File: src/rtl/alu_pipe.sv
// Clocked ALU with valid/ready handshakes on both sides, registered result and flags,
// and an iterative shift-add multiplier that takes WIDTH cycles per product.
module alu_pipe #(
  parameter int WIDTH = 16,
  parameter int CNT_W = $clog2(WIDTH) + 1
) (
  input  logic             clk,
  input  logic             rst_n,
  input  logic             in_valid,
  output logic             in_ready,
  input  logic [WIDTH-1:0] op_a,
  input  logic [WIDTH-1:0] op_b,
  input  logic [2:0]       opcode,
  output logic             out_valid,
  input  logic             out_ready,
  output logic [WIDTH-1:0] result,
  output logic             flag_zero,
  output logic             flag_carry,
  output logic             flag_ovf,
  output logic             busy
);
  localparam int MSB = WIDTH - 1;

  typedef enum logic [1:0] {
    IDLE = 2'd0,
    MUL  = 2'd1,
    DONE = 2'd2
  } state_t;

  state_t             state_r;
  logic [2*WIDTH-1:0] mcand_r;
  logic [2*WIDTH-1:0] acc_r;
  logic [2*WIDTH-1:0] acc_next_s;
  logic [WIDTH-1:0]   mplier_r;
  logic [CNT_W-1:0]   cnt_r;
  logic [WIDTH-1:0]   result_r;
  logic               zero_r;
  logic               carry_r;
  logic               ovf_r;
  logic               valid_r;
  logic               busy_r;
  logic [WIDTH:0]     sum_s;
  logic [WIDTH:0]     diff_s;
  logic [WIDTH-1:0]   alu_res_s;
  logic               alu_carry_s;
  logic               alu_ovf_s;

  // Both adder forms keep the carry in bit WIDTH; subtraction borrows when that carry is clear.
  assign sum_s      = {1'b0, op_a} + {1'b0, op_b};
  assign diff_s     = {1'b0, op_a} + {1'b0, ~op_b} + {{WIDTH{1'b0}}, 1'b1};
  assign acc_next_s = mplier_r[0] ? (acc_r + mcand_r) : acc_r;

  // Single-cycle datapath for every opcode except multiply
  always_comb begin
    alu_res_s   = {WIDTH{1'b0}};
    alu_carry_s = 1'b0;
    alu_ovf_s   = 1'b0;
    case (opcode)
      3'b000: begin
        alu_res_s   = sum_s[WIDTH-1:0];
        alu_carry_s = sum_s[WIDTH];
        alu_ovf_s   = (op_a[MSB] == op_b[MSB]) && (sum_s[MSB] != op_a[MSB]);
      end
      3'b010: begin
        alu_res_s   = diff_s[WIDTH-1:0];
        alu_carry_s = ~diff_s[WIDTH];
        alu_ovf_s   = (op_a[MSB] != op_b[MSB]) && (diff_s[MSB] != op_a[MSB]);
      end
      3'b011:  alu_res_s = op_a & op_b;
      3'b100:  alu_res_s = op_a ^ op_b;
      3'b101:  alu_res_s = op_a | op_b;
      3'b110:  alu_res_s = op_b;
      3'b111:  alu_res_s = ~op_a;
      default: alu_res_s = {WIDTH{1'b0}};
    endcase
  end

  // Control FSM, multiplier datapath and registered outputs
  always_ff @(posedge clk or negedge rst_n) begin
    if (!rst_n) begin
      state_r  <= IDLE;
      mcand_r  <= {(2*WIDTH){1'b0}};
      acc_r    <= {(2*WIDTH){1'b0}};
      mplier_r <= {WIDTH{1'b0}};
      cnt_r    <= {CNT_W{1'b0}};
      result_r <= {WIDTH{1'b0}};
      zero_r   <= 1'b0;
      carry_r  <= 1'b0;
      ovf_r    <= 1'b0;
      valid_r  <= 1'b0;
      busy_r   <= 1'b0;
    end else begin
      case (state_r)
        IDLE: begin
          if (in_valid) begin
            if (opcode == 3'b001) begin
              mcand_r  <= {{WIDTH{1'b0}}, op_a};
              mplier_r <= op_b;
              acc_r    <= {(2*WIDTH){1'b0}};
              cnt_r    <= {CNT_W{1'b0}};
              busy_r   <= 1'b1;
              state_r  <= MUL;
            end else begin
              result_r <= alu_res_s;
              zero_r   <= (alu_res_s == {WIDTH{1'b0}});
              carry_r  <= alu_carry_s;
              ovf_r    <= alu_ovf_s;
              valid_r  <= 1'b1;
              state_r  <= DONE;
            end
          end
        end
        MUL: begin
          acc_r    <= acc_next_s;
          mcand_r  <= {mcand_r[2*WIDTH-2:0], 1'b0};
          mplier_r <= {1'b0, mplier_r[WIDTH-1:1]};
          cnt_r    <= cnt_r + CNT_W'(1);
          // Last iteration: publish the product including this cycle's partial sum
          if (cnt_r == CNT_W'(WIDTH - 1)) begin
            result_r <= acc_next_s[WIDTH-1:0];
            zero_r   <= (acc_next_s[WIDTH-1:0] == {WIDTH{1'b0}});
            carry_r  <= |acc_next_s[2*WIDTH-1:WIDTH];
            ovf_r    <= 1'b0;
            valid_r  <= 1'b1;
            busy_r   <= 1'b0;
            state_r  <= DONE;
          end
        end
        DONE: begin
          if (out_ready) begin
            valid_r <= 1'b0;
            state_r <= IDLE;
          end
        end
        default: state_r <= IDLE;
      endcase
    end
  end

  assign in_ready   = (state_r == IDLE);
  assign out_valid  = valid_r;
  assign result     = result_r;
  assign flag_zero  = zero_r;
  assign flag_carry = carry_r;
  assign flag_ovf   = ovf_r;
  assign busy       = busy_r;
endmodule

File: config.mk
export PLATFORM = sky130hd
export DESIGN_NAME = alu_pipe
export DESIGN_NICKNAME = d
export VERILOG_FILES = /design/src/rtl/alu_pipe.sv
export SDC_FILE = /design/constraint.sdc
export NUM_CORES = 1
export LEC_CHECK = 0
export ABC_AREA = 1
export CAP_MARGIN = 20
export CORE_MARGIN = 5
export CORE_UTILIZATION = 50
export DETAILED_ROUTE_END_ITERATION = 8
export DONT_BUFFER_PORTS = 1
export RECOVER_POWER = 50
export SKIP_CTS_REPAIR_TIMING = 1
export SYNTH_ARGS = -nofsm -noshare
export SYNTH_HDL_FRONTEND = slang
export SYNTH_SLANG_ARGS = --single-unit
File: constraint.sdc
create_clock -name clk -period 7 [get_ports clk]
set_input_delay 1.4 -clock clk [delete_from_list [all_inputs] [get_ports clk]]
set_output_delay 1.4 -clock clk [all_outputs]
set_load 0.02 [all_outputs]
==> Flow_metrics.wiki, run 1 <==
{| class="wikitable"
! Metric !! Value
|-
| Status || finished, final reports clean
|-
| Number of flops mapped to enable cells by yosys || 0
|-
| Mean cell area of the mapped netlist || 6.37 um2
|-
| Cell class contributing the biggest share of worst-path delay || simple AND/OR/NAND/NOR gates
|-
| Unrepaired setup endpoints after global routing || false
|-
| Start of the worst register-to-register path || state_r[1]
|-
| Buffer levels on the longest clock path || 2
|-
| Post-DP HPWL || 24,400 um
|-
| First-pass iteration count of the detailed router || 7
|-
| Synthesized area || 9860 um2
|-
| First-pass GRT wire length || 50,200 um
|-
| Synth async-reset ratio || 100%
|-
| Compound-Gate Fraction of Synth Area || 16.3%
|-
| Tightest Hold Check Type || flop to flop
|-
| Relative slew slack || 36.1%
|-
| Number of rows created at floorplan || 51
|-
| Chip Height || 150 um
|-
| Cell seen most often among critical-path stages || sky130_fd_sc_hd__nand2_1
|-
| GRT overflow || 0
|-
| Final slew viol count || 0
|-
| Number of antenna diodes || 0
|-
| Clk sink count || 108
|-
| Combinational family with the most area after synthesis || simple AND/OR/NAND/NOR gates
|-
| Number of unique standard cell types used by synthesis || 43
|-
| Cell at the slowest stage of the critical path || sky130_fd_sc_hd__fa_1
|-
| Worst path setup slack after routing || 3430 ps
|-
| Number of cells on the worst reg-to-reg path || 9
|-
| H-Tree Depth || 3
|-
| Worst-path cell chain || ha_1, inv_1, fa_1, inv_1, nand3_1, nand2_1, nand2_1, nand2_1, nand2_1, a21oi_1, o21ai_0, nor2_1, nand4_1, nor2_1, nand3_1, a21oi_1
|-
| Post-DP Area || 10,000 um2
|-
| Detailed Route Iter0 Violations || 630
|-
| Required time of the critical path || 7280 ps
|-
| Startpoint of the most critical setup path || op_a[0]
|-
| Final hold violation count || 0
|-
| Wirelength per Cell || 17.9 um
|-
| Vias post-DR || 9,681
|-
| I/O pin cnt || 61
|-
| Period utilization || 50.9%
|-
| Most instantiated cells after synthesis || sky130_fd_sc_hd__nand2_1 (455), sky130_fd_sc_hd__inv_1 (263), sky130_fd_sc_hd__nor2_1 (150), sky130_fd_sc_hd__dfrtp_1 (108), sky130_fd_sc_hd__nand3_1 (94)
|-
| Post-route worst hold slack || 505 ps
|-
| Starting density of the core || 50.7%
|-
| Worst slack after detailed placement || 3010 ps
|-
| Post-synthesis share of cell area spent on full adders, half adders and majority gates || 11.3%
|-
| Achievable Freq || 280 MHz
|-
| Shortest period the worst path allows || 3570 ps
|-
| Count of buffers from port buffering || 0
|-
| Non-Filler Instances || 1,786
|-
| Area added between synthesis and finish || 4.44%
|-
| Most instantiated flip-flop cell in the synthesis netlist || sky130_fd_sc_hd__dfrtp_1
|-
| Inst Count DP || 1,769
|-
| Setup Crit Path Kind || primary input to flop
|-
| PwrDens || 340 nW/um2
|-
| Timing endpoint of the critical path || flag_zero
|-
| Biggest area contributors in the synthesized netlist || sky130_fd_sc_hd__dfrtp_1 (27%), sky130_fd_sc_hd__nand2_1 (17%), sky130_fd_sc_hd__ha_1 (11%), sky130_fd_sc_hd__inv_1 (10%), sky130_fd_sc_hd__nor2_1 (5.7%)
|-
| Category of the worst setup path launch point || primary input
|-
| Number of global-route vias before repair || 9,453
|-
| Residual DRC || 0
|-
| Critical path data arrival time || 3840 ps
|-
| Crit path largest cell delay || 400 ps
|-
| Fraction of synthesized cell area taken by the top area cell type || 27.4%
|-
| Sort of element at the end of the critical path || flop
|-
| Number of nets produced by synthesis || 1,674
|-
| Total Power || 3.51 mW
|-
| Count of max-cap constraint violations || 0
|-
| Reg clk slew, reported paths || 70 ps
|-
| Reg-to-reg setup timing slack || 3500 ps
|-
| Final #Nets || 1,642
|-
| Width of the die || 150 um
|-
| Final-layout setup total negative slack || 0 ps
|-
| R2r endpoint || mcand_r[10]
|-
| Root buffer selected by CTS || sky130_fd_sc_hd__clkbuf_16
|-
| Leading cell type by number of instances after synthesis || sky130_fd_sc_hd__nand2_1
|-
| Die outline area || 22,600 um2
|-
| Ratio of cells with drive above 1 in the final layout || 3.09%
|-
| Global-route usage over all layers || 28.8%
|-
| Cell count after synthesis || 1,548
|-
| Total clock buffers created by CTS || 9
|-
| Worst IR drop on VDD || 173 uV
|-
| Slew at the pin closest to its max-slew limit || 958 ps
|-
| Register area share after synthesis || 27.4%
|-
| Clock network latency to the later pin of the worst-skew pair || 360 ps
|-
| Worst Clk Skew || 9.47 ps
|-
| Bufs and invs on worst path || 2
|-
| XOR/XNOR share of the synthesized area || 1.69%
|-
| Cell area after layout || 10,300 um2
|-
| Routed wire length || 31,900 um
|-
| Final Util || 52.9%
|-
| Antenna-violating nets left || 0
|-
| Portion of netlist area occupied by mux cells || 0%
|-
| Placer's final routability congestion estimate || 1.02
|-
| Core area || 19,500 um2
|-
| Final setup violating endpoints || 0
|-
| Cell accounting for the most synthesized area || sky130_fd_sc_hd__dfrtp_1
|-
| Count of warnings emitted by yosys || 0
|-
| Pin count of the biggest net entering global routing || 109
|-
| CTS tree || yes
|-
| Largest fanout of any net on the critical path || 5
|-
| Area share of and/or/nand/nor cells after synthesis || 30.7%
|-
| Leakage Power || 5.58 nW
|-
| Routed vias/inst || 5.42
|-
| Initial antenna violation count || 0
|-
| Depth of the critical timing path with buffers and inverters included || 16
|-
| Flip-flop and latch count after synthesis || 108
|}
-- cells by family after synthesis --
group,Yosys count
AOI/OAI and AO/OA,265
buffers and inverters,321
and+or+nand+nor,748
adders and majority gates,87
DFF,108
xor gates and xnor gates,19
-- how the worst min path moves through the flow --
stage	startpoint	to	slack (ps)	depth (start not counted)
final	mplier_r[12]	mplier_r[12]	510	2
after global routing	cnt_r[0]	cnt_r[0]	530	1
after CTS	mplier_r[12]	mplier_r[12]	510	2
after detailed placement	mplier_r[12]	mplier_r[12]	490	2
after global placement	cnt_r[2]	cnt_r[2]	460	1
after floorplan	cnt_r[2]	cnt_r[2]	450	1
-- worst register-to-register path, cell delays in order (launching register included) --
cell and delay [ps]:
sky130_fd_sc_hd__dfrtp_1 440, sky130_fd_sc_hd__nor2_4 110, sky130_fd_sc_hd__buf_4 520, sky130_fd_sc_hd__inv_2 50
sky130_fd_sc_hd__buf_4 350, sky130_fd_sc_hd__a21oi_4 230, sky130_fd_sc_hd__buf_4 520, sky130_fd_sc_hd__inv_2 530
sky130_fd_sc_hd__a22oi_1 430, sky130_fd_sc_hd__o21ai_1 160
-- final cells by class --
| type | count | area, um2 |
|---|---|---|
| inverters | 273 | 1020 |
| multi-input cells | 1119 | 5920 |
| repair buffers | 5 | 37.5 |
| well taps | 265 | 332 |
| clock inverters | 6 | 47.5 |
| flip-flops and latches | 108 | 2700 |
| fillers | 2025 | 9160 |
| clock buffers | 10 | 239 |
-- power by group --
group          internal (mW)  leakage (nW)  switching, mW
Sequential             0.897          1.39          0.288
Clock                  0.255         0.144          0.256
Combinational          0.627          4.05           1.18
-- layer usage --
layer	global-route usage [%]	up-vias	share of wire [%]
li1	-	4905	-
met1	34.0	4415	41
met2	50.7	282	49
met3	5.06	79	5.2
met4	13.1	0	4.4
met5	0	-	0
-- layout by cell type, fill, tap and decap left out, drive strengths merged --
cell type	n
nand3	95
fa	3
nand4	7
o31ai	1
and3	2
o21bai	3
clkinv	5
o211ai	7
a31oi	17
ha	84
a22o	12
a21oi	62
or2	9
a21o	2
a211oi	2
dfrtp	108
a22oi	13
nand3b	1
and2	1
nor2	151
nor4	1
xor2	8
nor3	23
a2111oi	1
buf	5
o21ai	81
inv	274
xnor2	11
o221ai	15
o21a	2
o22ai	47
nand2	458
clkbuf	10
-- flip-flops by register name (all words and copies together) (netlist names) --
signal	count
flag_ovf	1
flag_zero	1
state_r	2
acc_r	32
mcand_r	32
result	16
mplier_r	16
out_valid	1
cnt_r	5
flag_carry	1
busy	1
Power figures use the tool's default switching activity.
==> run 2: changes to the inputs <==
==> constraint.sdc (replaced) <==
create_clock -name clk -period 3.5 [get_ports clk]
set_input_delay 0.7 -clock clk [delete_from_list [all_inputs] [get_ports clk]]
set_output_delay 0.7 -clock clk [all_outputs]
set_load 0.02 [all_outputs]
==> run 2 against run 1 <==
Flip-flop and latch count unchanged. Clock power is 120% higher. Routed wire length up 1.9%. Final area grew 0.80%. Cell count up 0.39%. Worst hold slack got worse by 480 ps. Critical path depth fell by 4. Setup slack got worse by 2900 ps. Sequential power grew 100%. Global-route usage up 0.37 points. First-iteration DRC count decreased by 6.3%. Highest routed layer unchanged.
==> Flow_metrics.wiki, run 2 (synthesis gave the netlist of run 1 again) <==
{| class="wikitable"
! Metric !! Value
|-
| Critical path data arrival time || 3170 ps (was 3840 ps)
|-
| Final slew viol count || 0 (unchanged)
|-
| Worst Clk Skew || 14.8 ps (was 9.47 ps)
|-
| CTS tree || yes (unchanged)
|-
| Vias post-DR || 9,839 (was 9,681)
|-
| Sort of element at the end of the critical path || flop (unchanged)
|-
| Count of max-cap constraint violations || 0 (unchanged)
|-
| Proportion of power drawn by combinational gates || 51.5% (was 51.6%)
|-
| Status || finished, final reports clean (unchanged)
|-
| Initial antenna violation count || 0 (unchanged)
|-
| Unrepaired setup endpoints after global routing || false (unchanged)
|-
| Total Power || 7.17 mW (was 3.51 mW)
|-
| Flop pwr share || 32.9% (was 33.8%)
|-
| Final hold violation count || 0 (unchanged)
|-
| Net switching power figure || 3.53 mW (was 1.73 mW)
|-
| Category of the worst setup path launch point || flop (was primary input)
|-
| Number of global-route vias before repair || 9,461 (was 9,453)
|-
| GRT overflow || 0 (unchanged)
|-
| Total clock buffers created by CTS || 9 (unchanged)
|-
| Post-route worst hold slack || 27.4 ps (was 505 ps)
|-
| Start of the worst register-to-register path || cnt_r[0] (was state_r[1])
|-
| Count of buffers from port buffering || 0 (unchanged)
|-
| Root buffer selected by CTS || sky130_fd_sc_hd__clkbuf_16 (unchanged)
|-
| H-Tree Depth || 3 (unchanged)
|-
| Core area || 19,500 um2 (unchanged)
|-
| R2r endpoint || result[6] (was mcand_r[10])
|-
| Wirelength per Cell || 18.1 um (was 17.9 um)
|-
| Global-route usage over all layers || 29.1% (was 28.8%)
|-
| Number of cells on the worst reg-to-reg path || 12 (was 9)
|-
| Pin count of the biggest net entering global routing || 109 (unchanged)
|-
| Required time of the critical path || 3750 ps (was 7280 ps)
|-
| Number of rows created at floorplan || 51 (unchanged)
|-
| PwrDens || 691 nW/um2 (was 340 nW/um2)
|-
| Largest fanout of any net on the critical path || 32 (was 5)
|-
| Routed vias/inst || 5.49 (was 5.42)
|-
| Setup Crit Path Kind || flop to flop (was primary input to flop)
|-
| Achievable Freq || 342 MHz
|-
| Final-layout setup total negative slack || 0 ps (unchanged)
|-
| Commonest non-fill, non-tap cell in the layout || sky130_fd_sc_hd__nand2_1 (unchanged)
|-
| Chip Height || 150 um (unchanged)
|-
| Ratio of cells with drive above 1 in the final layout || 3.53% (was 3.09%)
|-
| Top flop regs || acc_r (32), mcand_r (32) (unchanged)
|-
| Final #Nets || 1,649 (was 1,642)
|-
| Slew at the pin closest to its max-slew limit || 894 ps (was 958 ps)
|-
| Clk sink count || 108 (unchanged)
|-
| Clock share of power || 15.6% (was 14.6%)
|-
| Fraction of power spent switching nets || 49.2% (was 49.3%)
|-
| Die outline area || 22,600 um2 (unchanged)
|-
| Tightest Hold Check Type || primary input to async pin (was flop to flop)
|-
| Starting density of the core || 50.7% (unchanged)
|-
| Clock network latency to the later pin of the worst-skew pair || 360 ps (about the same)
|-
| Routed wire length || 32,500 um (was 31,900 um)
|-
| Post-DP HPWL || 25,000 um (was 24,400 um)
|-
| Worst IR drop on VDD || 312 uV (was 173 uV)
|-
| First-pass GRT wire length || 51,200 um (was 50,200 um)
|-
| Most frequent cells in the layout || sky130_fd_sc_hd__nand2_1 (455), sky130_fd_sc_hd__inv_1 (262), sky130_fd_sc_hd__nor2_1 (149) (unchanged)
|-
| Post-DP Area || 10,100 um2 (was 10,000 um2)
|-
| Buffer levels on the longest clock path || 2 (unchanged)
|-
| Relative slew slack || 40.4% (was 36.1%)
|-
| Reg clk slew, reported paths || 80 ps (was 70 ps)
|-
| Reg-to-reg setup timing slack || 580 ps (was 3500 ps)
|-
| Residual DRC || 0 (unchanged)
|-
| I/O pin cnt || 61 (unchanged)
|-
| Final setup violating endpoints || 0 (unchanged)
|-
| Width of the die || 150 um (unchanged)
|-
| Antenna-violating nets left || 0 (unchanged)
|-
| Number of antenna diodes || 0 (unchanged)
|-
| Area added between synthesis and finish || 5.28% (was 4.44%)
|-
| Internal Pwr Total || 3.64 mW (was 1.78 mW)
|-
| Shortest period the worst path allows || 2920 ps
|-
| Leakage Power || 5.62 nW (was 5.58 nW)
|-
| Cell area after layout || 10,400 um2 (was 10,300 um2)
|-
| First-pass iteration count of the detailed router || 5 (was 7)
|-
| Final Util || 53.4% (was 52.9%)
|-
| Period utilization || 83.4%
|-
| Number of fill cells || 2,035 (was 2,025)
|-
| Placer's final routability congestion estimate || 1.01 (was 1.02)
|-
| Detailed Route Iter0 Violations || 590 (was 630)
|}
run 2: cell count changes in the layout (fill, tap and decap cells not counted):
cell and delta:
sky130_fd_sc_hd__buf_4 +7, sky130_fd_sc_hd__clkinv_2 -2, sky130_fd_sc_hd__clkinv_4 -2, sky130_fd_sc_hd__inv_6 +2
sky130_fd_sc_hd__bufinv_16 +1, sky130_fd_sc_hd__clkbuf_8 -1, sky130_fd_sc_hd__clkinv_8 +1, sky130_fd_sc_hd__clkinvlp_4 +1
run 2: how the worst max path moves through the flow:
stage / start / end
floorplan: op_a[0] / flag_zero
global placement: op_a[0] / flag_zero
detailed placement: op_a[0] / flag_zero
CTS: cnt_r[0] / result[6]
global route: cnt_r[0] / result[0]
finish: cnt_r[0] / result[6]
run 2: area by class of cell:
class / count / area [um2] / share of cell area [%]
inverter: 273 / 1020 / 9.87
multi-input combinational: 1119 / 5920 / 57.0
timing repair buffer: 12 / 90.1 / 0.868
tap: 265 / 332 / 3.19
sequential: 108 / 2700 / 26.0
clock buffer: 9 / 225 / 2.17
clock inverter: 7 / 91.3 / 0.880
run 2: through the flow:
stage	cells	worst slack, ps
5_1_grt	1793	303
3_3_place_gp	1776	369
6_report	1793	580
4_1_cts	1792	589
3_5_place_dp	1776	401
2_1_floorplan	1548	1010
run 2: power by group through the flow:
stage               registers [mW]  clock network, mW  logic, mW
floorplan                     2.23                  0       2.79
global placement              2.38                  0       3.67
detailed placement            2.38                  0       3.66
CTS                           2.36               1.13       3.68
global route                  2.42               1.17       4.18
finish                        2.36               1.12       3.70
run 2: critical path, cell delays in order, from the launching register on:
cell	delay [ps]
sky130_fd_sc_hd__dfrtp_1	400
sky130_fd_sc_hd__ha_1	210
sky130_fd_sc_hd__inv_1	60
sky130_fd_sc_hd__nor3_1	140
sky130_fd_sc_hd__ha_1	190
sky130_fd_sc_hd__inv_1	60
sky130_fd_sc_hd__nand2_1	90
sky130_fd_sc_hd__o211ai_1	120
sky130_fd_sc_hd__a211oi_1	290
sky130_fd_sc_hd__nand2_1	360
sky130_fd_sc_hd__inv_2	540
sky130_fd_sc_hd__o211ai_1	210
sky130_fd_sc_hd__o21a_1	140
run 2: routing by layer:
metal  track usage (%)  part of all wire [%]  vias up
li1                  -                     -     4911
met1              35.9                    42     4548
met2              52.3                    50      325
met3              4.88                   6.3       55
met4              8.10                   2.2        0
met5                 0                     0        -
==> variant 1, RTL diff (flow settings as in run 2) <==
Change the parameter `WIDTH` from 16 to 32.
--- a/src/rtl/alu_pipe.sv
+++ b/src/rtl/alu_pipe.sv
@@ -1,7 +1,7 @@
 // Clocked ALU with valid/ready handshakes on both sides, registered result and flags,
 // and an iterative shift-add multiplier that takes WIDTH cycles per product.
 module alu_pipe #(
-  parameter int WIDTH = 16,
+  parameter int WIDTH = 32,
   parameter int CNT_W = $clog2(WIDTH) + 1
 ) (
   input  logic             clk,
Ports: changed (resized op_a, op_b and result); port bits go from 61 to 109. No check against the original RTL was run, so the function may have changed too.
==> variant 1 against run 2 <==
The run now ends with negative hold slack left; worst hold slack lost 220 ps; cell count up 130%; via count increased by 140%; total power up 130%; area after synthesis grew 120%; sequential cell count increased by 97; worst setup slack worse by 500 ps; wire length rose to 2.6 times the old value; combinational power grew to 2.6 times the old value; cell area grew 120%; largest power group unchanged.
==> variant 1: results (changes against run 2) <==
Synthesis
  – Register area share after synthesis: 0.241 (was 0.274)
  – Count of different cell masters after synthesis: 48 (was 43)
  – Synth top area cells: dfrtp_1 24%, nand2_1 21%, inv_1 11%, ha_1 9.9%, nor2_1 6.0% (was dfrtp_1 27%, nand2_1 17%, ha_1 11%, inv_1 10%, nor2_1 5.7%)
  – Most used standard cells in the synthesized netlist: 1201 x nand2_1, 645 x inv_1, 342 x nor2_1 (was 455 x nand2_1, 263 x inv_1, 150 x nor2_1)
  – Adder and majority gate portion of the synthesized area: 0.102 (was 0.113)

Finish
  – Area of combinational cells with multiple inputs: 0.0133 mm^2 (was 0.00592 mm^2)
  – Regs by FF count: acc_r x64, mcand_r x64 (was acc_r x32, mcand_r x32)
  – Clock network area share: 0.0374 (was 0.0305)
  – Total Nets Final: 3821 (was 1649)

Detailed routing
  – Initial DRT Pass Iterations: 8 (was 5)
  – Average vias per placed instance: 5.65 (was 5.49)
  – Post-detailed-routing wire length: 84400 um (was 32500 um)
  – Iter 0 DRT Violations: 2380 (was 590)

Global routing
  – Global-route wire length before repair: 129000 um (was 51200 um)
  – Pin count of the biggest net entering global routing: 206 (was 109)
  – Global routing usage summed across all routing layers: 0.351 (was 0.291)

Setup path
  – Worst path arrival time: 3880 ps (was 3170 ps)
  – CP max FO: 5 (was 32)

Place
  – Dpl cell area: 0.0221 mm^2 (was 0.0101 mm^2)
  – Final Wtd Congestion: 1.06 (was 1.01)

Clock tree
  – Clock tree buffer depth: 3 (was 2)

Outcome
  – Violations in the final reports: negative hold slack
  – Status: complete, but fails checks (was complete, no violations)

STA
  – Tightest hold margin: -191 ps (was 27.4 ps)
  – Count of endpoints failing hold in the final timing report: 205 (was 0)
  – Transition at the pin with the smallest max-transition slack: 978 ps (was 894 ps)

Pwr
  – Comb power: 9.47 mW (was 3.70 mW)
  – Worst vdd ir: 0.392 mV (was 0.312 mV)
  – Sw Pwr: 8.67 mW (was 3.53 mW)

Die
  – Row count: 75 (was 51)
-- variant 1: layer usage --
metal,vias up,global-route usage,share of wire
met1,10800,0.414,0.39
met2,998,0.603,0.47
met3,265,0.0511,0.068
met5,-,0,0
met4,0,0.215,0.076
li1,11400,-,-
-- variant 1: final timing paths --
kind,cells past startpoint,endpoint
setup / recovery,18,flag_carry
hold / removal,0,acc_r[53]
setup reg to reg,18,flag_carry
hold reg to reg,1,cnt_r[2]
max in group asynchronous,0,acc_r[38]
min in group clk,3,state_r[1]
-- variant 1: through the flow --
step / power [mW] / setup slack (ps) / hold slack [ps] / cells / util
after floorplan: 10.9 / 729 / 404 / 3582 / -
after global placement: 13.7 / 0.0802 / 410 / 4089 / 0.525
after detailed placement: 13.8 / -5.46 / 410 / 4089 / 0.525
after CTS: 16.6 / 209 / -200 / 4137 / 0.545
after global routing: 18.1 / 0.559 / -200 / 4137 / 0.546
final: 16.7 / 81.6 / -191 / 4137 / 0.546
==> variant 2, RTL diff (flow settings as in run 2) <==
Without the edit above. Encoding of `state_t`: now one-hot (3 bits for 3 states).
--- a/src/rtl/alu_pipe.sv
+++ b/src/rtl/alu_pipe.sv
@@ -21,10 +21,10 @@
 );
   localparam int MSB = WIDTH - 1;
 
-  typedef enum logic [1:0] {
-    IDLE = 2'd0,
-    MUL  = 2'd1,
-    DONE = 2'd2
+  typedef enum logic [2:0] {
+    IDLE = 3'b001,
+    MUL  = 3'b010,
+    DONE = 3'b100
   } state_t;
 
   state_t             state_r;
Behaviour: same outputs for any inputs over 10 cycles, from zero or initial values and one cycle with rst_n low; not proved beyond that.
==> variant 2 against run 2 <==
Worst setup slack better by 64 ps; cell area is 1.4% higher; wire length is 0.49% higher; die area is 1.9% higher; area after synthesis is 2.1% higher; sequential cell count is 1 higher; total power is 2.3% higher; critical path type unchanged.
==> variant 2: results (changes against run 2) <==
Global routing
  – Via count of the first global-routing pass: 9689 (was 9461)
  – Global routing usage summed across all routing layers: 0.279 (was 0.291)
  – Pin count of the biggest net entering global routing: 110 (was 109)

Pwr
  – Static leakage: 5.64 nW (was 5.62 nW)
  – Cell internal pwr: 3.74 mW (was 3.64 mW)
  – Clock group share of total power: 0.145 (was 0.156)
  – Comb power: 3.82 mW (was 3.70 mW)

Finish
  – Non-filler cells in the finished layout: 1812 (was 1793)

Synthesis
  – Mapped Avg Cell Area: 6.44 um^2 (was 6.37 um^2)
  – Post-Synth XOR/XNOR Area: 0.0157 (was 0.0169)
  – Most used standard cells in the synthesized netlist: 447 x nand2_1, 267 x inv_1, 142 x nor2_1 (was 455 x nand2_1, 263 x inv_1, 150 x nor2_1)
  – Count of different cell masters after synthesis: 50 (was 43)
  – Register area share after synthesis: 0.271 (was 0.274)
  – Compound-gate portion of the synthesized area: 0.165 (was 0.163)
  – Post-synthesis net count: 1690 (was 1674)

Setup path
  – Reg2reg path depth: 9 (was 12)
  – Reg2Reg Setup Slack: 640 ps (was 580 ps)
  – CP max FO: 27 (was 32)
  – Launch point of the critical path: state_r[0] (was cnt_r[0])
  – Critical R2R Capture: mcand_r[8] (was result[6])

STA
  – Post-route clock skew: 9.52 ps (was 14.8 ps)
  – Worst max-slew margin expressed relative to the limit: 0.417 (was 0.404)
  – Time the worst path needs with I/O delays and setup: 2860 ps (was 2920 ps)
  – Tightest hold margin: 29.8 ps (was 27.4 ps)

Detailed routing
  – WL per Instance: 18.0 um (was 18.1 um)

Place
  – Final Wtd Congestion: 0.990 (was 1.01)
  – Detailed-placement wirelength estimate: 25600 um (was 25000 um)

Outcome
  – Status: complete, no violations (unchanged)
==> variant 2: layout make-up <==
| type | count | area (um^2) |
|---|---|---|
| Timing Repair Buffer | 11 | 82.6 |
| Clock buffer | 12 | 246 |
| Clock inverter | 4 | 48.8 |
| Sequential cell | 109 | 2730 |
| Multi-Input combinational cell | 1127 | 6030 |
| Tap cell | 270 | 338 |
| Fill cell | 2202 | 9510 |
| Inverter | 279 | 1050 |
==> variant 2: critical path: stages (launching register included) <==
cell	delay [ps]
dfstp_2	570
inv_2	50
nor3_2	410
inv_2	130
nor4_2	200
inv_2	110
a21oi_4	180
buf_4	340
nand2_2	380
o21ai_1	370
==> variant 2: layer usage <==
layer  up-vias  track usage  routed length (um)
li1       4954            -                   -
met1      4517        0.334               13300
met2       265        0.507               16600
met3        62       0.0401                1580
met4         0        0.104                1200
met5         -            0                   0
